`config.mk`:
```
export PLATFORM = sky130hd
export DESIGN_NAME = traffic_cl_seq_ctrl
export DESIGN_NICKNAME = d
export VERILOG_FILES = /design/src/rtl/traffic_cl_seq_ctrl.sv
export SDC_FILE = /design/constraint.sdc
export NUM_CORES = 1
export LEC_CHECK = 0
export ABC_CLOCK_PERIOD_IN_PS = 2000
export BUFFER_PORTS_ARGS = -buffer_cell sky130_fd_sc_hd__buf_2
export CAP_MARGIN = 20
export CORE_ASPECT_RATIO = 0.8
export CORE_UTILIZATION = 44
export DETAILED_ROUTE_END_ITERATION = 8
export PLACE_DENSITY = 0.63
export SYNTH_ARGS = -nofsm -noshare
export SYNTH_HDL_FRONTEND = slang
export SYNTH_SLANG_ARGS = --single-unit
```
`constraint.sdc`:
```
create_clock -name clk_pad -period 2 [get_ports clk_pad]
set_input_delay 0.4 -clock clk_pad [delete_from_list [all_inputs] [get_ports clk_pad]]
set_output_delay 0.4 -clock clk_pad [all_outputs]
set_load 0.02 [all_outputs]
```
`src/rtl/traffic_cl_seq_ctrl.sv`:
```
// Two-road intersection sequencer (Moore FSM): latches side-road car and pedestrian requests,
// times green/yellow/all-red phases and lets an emergency return right-of-way to the main road.
module traffic_cl_seq_ctrl #(
  parameter int CNT_W       = 6,
  parameter int T_MIN_GREEN = 8,
  parameter int T_MAX_GREEN = 32,
  parameter int T_YELLOW    = 3,
  parameter int T_ALL_RED   = 2
) (
  input  logic       clk_pad,
  input  logic       rst_n_pad,
  input  logic       side_car_pad,
  input  logic       ped_req_pad,
  input  logic       emerg_pad,
  output logic [1:0] main_light_pad,
  output logic [1:0] side_light_pad,
  output logic       walk_pad,
  output logic [2:0] state_pad
);

  typedef enum logic [2:0] {
    MG  = 3'd0,
    MY  = 3'd1,
    AR1 = 3'd2,
    SG  = 3'd3,
    SY  = 3'd4,
    AR2 = 3'd5
  } state_t;

  localparam logic [1:0] RED    = 2'b00;
  localparam logic [1:0] GREEN  = 2'b01;
  localparam logic [1:0] YELLOW = 2'b10;

  // Each phase ends on the cycle whose count equals its length minus one.
  localparam logic [CNT_W-1:0] MIN_G_LAST = CNT_W'(T_MIN_GREEN - 1);
  localparam logic [CNT_W-1:0] MAX_G_LAST = CNT_W'(T_MAX_GREEN - 1);
  localparam logic [CNT_W-1:0] YEL_LAST   = CNT_W'(T_YELLOW - 1);
  localparam logic [CNT_W-1:0] AR_LAST    = CNT_W'(T_ALL_RED - 1);
  localparam logic [CNT_W-1:0] CNT_MAX    = '1;

  state_t           state, next_state;
  logic [CNT_W-1:0] cnt;
  logic             side_pend, ped_pend, req, enter_sg;
  logic [1:0]       main_nxt, side_nxt;
  logic             walk_nxt;

  assign req       = side_pend | ped_pend;
  assign enter_sg  = (next_state == SG) && (state != SG);
  assign state_pad = state;

  // NOTE: every combinational output gets a default before the case so no latch is inferred.
  always_comb begin
    next_state = state;
    case (state)
      MG:  if (req && !emerg_pad && cnt >= MIN_G_LAST) next_state = MY;
      MY:  if (cnt >= YEL_LAST) next_state = AR1;
      AR1: if (cnt >= AR_LAST) next_state = emerg_pad ? MG : SG;
      SG:  if (emerg_pad || cnt >= MAX_G_LAST || (!side_car_pad && cnt >= MIN_G_LAST))
             next_state = SY;
      SY:  if (cnt >= YEL_LAST) next_state = AR2;
      AR2: if (cnt >= AR_LAST) next_state = MG;
      default: next_state = MG;
    endcase
  end

  // Lights are decoded from next_state so they change together with state_pad.
  always_comb begin
    main_nxt = RED;
    side_nxt = RED;
    walk_nxt = 1'b0;
    case (next_state)
      MG: main_nxt = GREEN;
      MY: main_nxt = YELLOW;
      SG: begin
        side_nxt = GREEN;
        walk_nxt = 1'b1;
      end
      SY: side_nxt = YELLOW;
      default: ;
    endcase
  end

  // NOTE: sequential state uses non-blocking assignments so all registers update from pre-edge values.
  always_ff @(posedge clk_pad) begin
    if (!rst_n_pad) begin
      state          <= MG;
      cnt            <= '0;
      side_pend      <= 1'b0;
      ped_pend       <= 1'b0;
      main_light_pad <= GREEN;
      side_light_pad <= RED;
      walk_pad       <= 1'b0;
    end else begin
      state <= next_state;
      if (next_state != state) cnt <= '0;
      else if (cnt != CNT_MAX) cnt <= cnt + CNT_W'(1);

      // Entering side green serves the pending requests; that clear beats a same-cycle set.
      if (enter_sg) begin
        side_pend <= 1'b0;
        ped_pend  <= 1'b0;
      end else begin
        if (side_car_pad) side_pend <= 1'b1;
        if (ped_req_pad)  ped_pend  <= 1'b1;
      end

      main_light_pad <= main_nxt;
      side_light_pad <= side_nxt;
      walk_pad       <= walk_nxt;
    end
  end

endmodule

```
# Word-level counts from Yosys, hierarchy flattened
# Index checks and enable logic that the tools add are counted.
# totals
reg_bits	16
out_inout_bits	8
elab_cells	48
input_bits	5
# classes
n_reduce_logical	12
n_bitwise	2
n_eq_ne	11
n_lt_le_gt_ge	4
add_sub_neg	1
mux	11
# ops
cell	count
$mux 3	6
$pmux 3 s6	1
$eq 3x2->1 const B	3
$eq 3x3->1 const B	3
$pmux 2 s2	2
$add 6x1->6 const B	1
$eq 3x1->1 const B	2
$ge 6x1->1 const B	1
$ge 6x2->1 const B	1
$ge 6x3->1 const B	1
$ge 6x5->1 const B	1
$logic_not 3->1	2
$ne 6x6->1 const B	1
$logic_and 1x1->1	4
$reduce_or 2->1	2
$ne 3x2->1 const B	1
$ne 3x3->1	1
$logic_not 1->1	2
$logic_or 1x1->1	2
$mux 2	1
$mux 1	1
$not 1->1	1
$or 1x1->1	1

# Logic depth before layout (Yosys ltp)
# depth
depth_word	8
depth_mapped	7
depth_no_buf	7

# Worst setup path after synthesis
# No wires, ideal clock.
# synth_path
path_kind	flip-flop to flip-flop
startpoint	register cnt[1]
endpoint	register cnt[4]
required_ps	1897
arrival_ps	1753
n_path_buf	0
synth_period_minus_slack_ps	1856
path_stages_with_launch	7
setup_time_ps	103
path_slack_ps	144
cell_sequence	dfxtp_1 > ha_1 > or2_2 > a211o_1 > nor2_1 > o211ai_2 > a2111oi_2
# synth_via
elab_chain_cells	7
elab_cells_between_ends	19
cone_classes	1 x add/sub; 4 x order compare; 2 x eq/ne; 7 x mux; 5 x reduce/logical
# synth_lines
element	line_no	source
start, declared	42	logic [CNT_W-1:0] cnt;
start signal, assigned	96	else if (cnt != CNT_MAX) cnt <= cnt + CNT_W'(1);
$ge 6x5->1 / $ge 6x3->1 (equally long branches)	58, 55	
$logic_or 1x1->1 / $logic_and 1x1->1 (equally long branches)	58	SG: if (emerg_pad || cnt >= MAX_G_LAST || (!side_car_pad && cnt >= MIN_G_LAST))
$logic_or 1x1->1	58	
$mux 3	58	
$pmux 3 s6	54	case (state)
$ne 3x3->1	95	if (next_state != state) cnt <= '0;
$reduce_or 2->1 (no line)	--	
# Several ways; a longest one is shown, not always the timed one.
# A chain may end at the register's enable or synchronous reset.

# Worst setup path after layout
# layout_path
startpoint	register cnt[0]
endpoint	register cnt[5]
# The elaborated chain is that of the path after synthesis.

==> impl_metrics.yaml <==
grt:
  grtUsageMet3_pct: 6.67
  top_usage_layer: "met1"
  grt_pass1_vias: 730
  globalRouteOverflowTotal: 0
  grt_pass1_wl_mm: 3.39
  grt_antenna_before_repair: 0
  grt_use_met2_pct: 27.4
  grt_usage_pct: 20.6
  grt_max_degree: 12
  use_met1_pct: 29.3
power_and_ir_drop:
  leakage_nw: 0.506
  power_frac_comb_pct: 17.7
  switching_share_pct: 29.9
  ir_drop_uv: 341
  seqPwrFrac_pct: 52.3
  p_int_uw: 431
  p_per_area_mw_per_mm2: 543
  power.switching_uw: 184
  pwr-share-clk_pct: 30.0
sta:
  worst_slew_pin_slew_ns: 0.659
  fin_crit_sh_pct: 98.5
  fin_tns_setup_ns: 0
  period_minus_slack_ns: 1.97
  drv_slew: 0
  setup_violations: 0
  skew_ns: 0.00313
  fmax_mhz: 508
  finalHoldViolCount: 0
  relSlewSlack_pct: 55.5
yosys:
  synthArstFlopShare_pct: 0
  synth_fp_nets: 116
  ys.warnings.count: 0
  synth-edff-count: 0
  synth_top_family_by_area: "simple AND/OR/NAND/NOR gates"
  yosys.area_share.simple_pct: 28.0
  yosysSeqAreaShare_pct: 31.4
  ys_types: 47
  synth_compound_area_share_pct: 25.1
  synthCells: 106
  ys.flop_type: "dfxtp_1"
  synth_xor_area_share_pct: 2.75
  synth_area_sq_um: 956
  muxShareOfSynthArea_pct: 2.09
  ys_seq_elements: 15
  synthAdderAreaFrac_pct: 6.54
  syn_area_per_cell_sq_um: 9.02
clock_network:
  cts_tree: "built"
  insertion_delay_ns: 0.30
  htree_levels: 1
  cts_inserted_buffers: 3
  clk_pin_slew_ns: 0.10
  cts_sinks: 15
  cts.hold.buffers_added: 0
  cts_root_buffer: "clkbuf_4"
  clk_path_buf_depth: 2
floorplanning:
  core-area_sq_mm: 0.00196
  dieArea_sq_mm: 0.00236
  die_w_um: 54.1
  rows: 14
  boundaryPins: 13
  start_util_pct: 48.7
  die_y_um: 43.7
worst_setup_path:
  cp.depth: 6
  cp_slowest_cell: "dfxtp_4"
  reg2reg_from: "cnt[0]"
  critical-path-top-delay-family: "compound AO/OA/AOI/OAI gates"
  cp.required_ns: 2.20
  cp_slowest_stage_delay_ns: 0.37
  cp_data_arrival_time_ns: 2.17
  crit_buf_inv: 0
  cp-start-kind: "flip-flop"
  critPathLaunch: "cnt[0]"
  end_kind: "flip-flop"
  worst-r2r-cell-count: 6
  crit_chain: "ha_1, or2_2, a211o_1, nor2_2, o211ai_4, a2111oi_4"
  cp_max_fo: 6
  crit_type: "reg -> reg"
placed_design:
  place_inst: 141
  dp_hpwl_mm: 1.63
  port_buffers: 12
  gp_congestion: 0.828
finish:
  fin_util_pct: 57.7
  drive_gt1_share_pct: 35.2
  fin_cells: 146
  antenna-diode-count: 0
  final_nets: 133
  final_cell_mix: "dfxtp_1 (13), buf_2 (12), nor2_1 (11), nor3_1 (8)"
  syn_to_final_growth_pct: 18.3
  layout_commonest_cell: "dfxtp_1"
hold_path:
  min-delay-path-class: "in -> reg"
  min-delay-start: "ped_req_pad"
  min_path_cells: 3
route:
  drc: 0
  wl_per_cell_um: 14.8
  route.vias.total: 829
  first_pass_iters: 4
  drtAntennaViolNets: 0
  wirelength_mm: 2.16
  drt_iter0_markers: 19
  routed_via_density: 5.68
flow_run:
  cap_violations: 0
run_status:
  outcome: "complete, no violations"
==> cells in the mapped netlist (all sizes together), types with 2 or more instances <==
master | number | share of area (%)
nor2 | 12 | 4.7
a21oi | 5 | 3.8
xnor2 | 2 | 1.8
dfxtp | 15 | 31
inv | 4 | 1.6
nand2 | 6 | 2.9
a2111oi | 2 | 4.5
mux2i | 2 | 2.1
a31oi | 2 | 1.3
nand3 | 3 | 1.6
nor3b | 3 | 2.9
clkbuf | 2 | 0.79
nor3 | 8 | 4.2
ha | 5 | 6.5
and3 | 2 | 1.4
o21ai | 4 | 2.1
nor2b | 4 | 2.6
a211oi | 2 | 2.6
buf | 3 | 1.7
==> metrics by stage <==
step | power [mW] | setup slack (ns) | hold slack, ns | cell area [sq um]
2_1_floorplan | 0.394 | 0.144 | 0.439 | 956
3_3_place_gp | 0.424 | 0.00403 | 0.454 | 1050
3_5_place_dp | 0.425 | -0.0408 | 0.461 | 1050
4_1_cts | 0.610 | -0.0165 | 0.328 | 1080
5_1_grt | 0.642 | -0.0176 | 0.357 | 1130
6_report | 0.614 | 0.0297 | 0.320 | 1130
==> metal layers <==
metal	part of all wire (%)	vias up
li1	-	414
met1	52	380
met4	2.6	0
met5	0	-
met2	40	29
met3	5.8	6
==> worst paths after layout <==
kind	slack [ns]	to
setup / recovery	0.03	cnt[5]
hold / removal	0.32	ped_pend
setup reg to reg	0.03	cnt[5]
hold reg to reg	0.48	side_pend
==> final cells by class <==
class | instances | area, sq um
Sequential cell | 15 | 305
Timing Repair Buffer | 17 | 97.6
Clock inverter | 1 | 5.00
Tap cell | 24 | 30.0
Fill cell | 183 | 831
Inverter | 4 | 15.0
Multi-Input combinational cell | 82 | 656
Clock buffer | 3 | 22.5
==> worst min-delay path: cells and delay by family <==
kind / cells / cell delay (ns)
buffers and inverters: 1 / 0.07
AND/OR/NAND/NOR: 2 / 0.11
==> registers in the layout, indices dropped and copies added (netlist names) <==
signal / count
state_pad: 3
side_light_pad: 2
main_light_pad: 2
side_pend: 1
cnt: 6
ped_pend: 1
==> power groups by stage <==
stage / Combinational (mW) / Sequential (mW) / Clock, mW
2_1_floorplan: 0.0681 / 0.326 / 0
3_3_place_gp: 0.0968 / 0.327 / 0
3_5_place_dp: 0.0972 / 0.328 / 0
4_1_cts: 0.0978 / 0.321 / 0.190
5_1_grt: 0.119 / 0.323 / 0.199
6_report: 0.109 / 0.321 / 0.184
==> cells by family after synthesis <==
group	count (synthesis)
xor+xnor	3
buf+inv	9
mux	2
compound gates	26
simple gates	46
fa+ha+maj	5
flops	15
==> timing repair <==
| action | CTS | global route |
|---|---|---|
| cloned | 0 | 0 |
| buffers inserted | 0 | 1 |
| pin swaps | 1 | 3 |
| endpoints found under the setup margin | 2 | 5 |
| resized for setup | 1 | 10 |
Note: power is estimated with default switching activity, not from simulation.
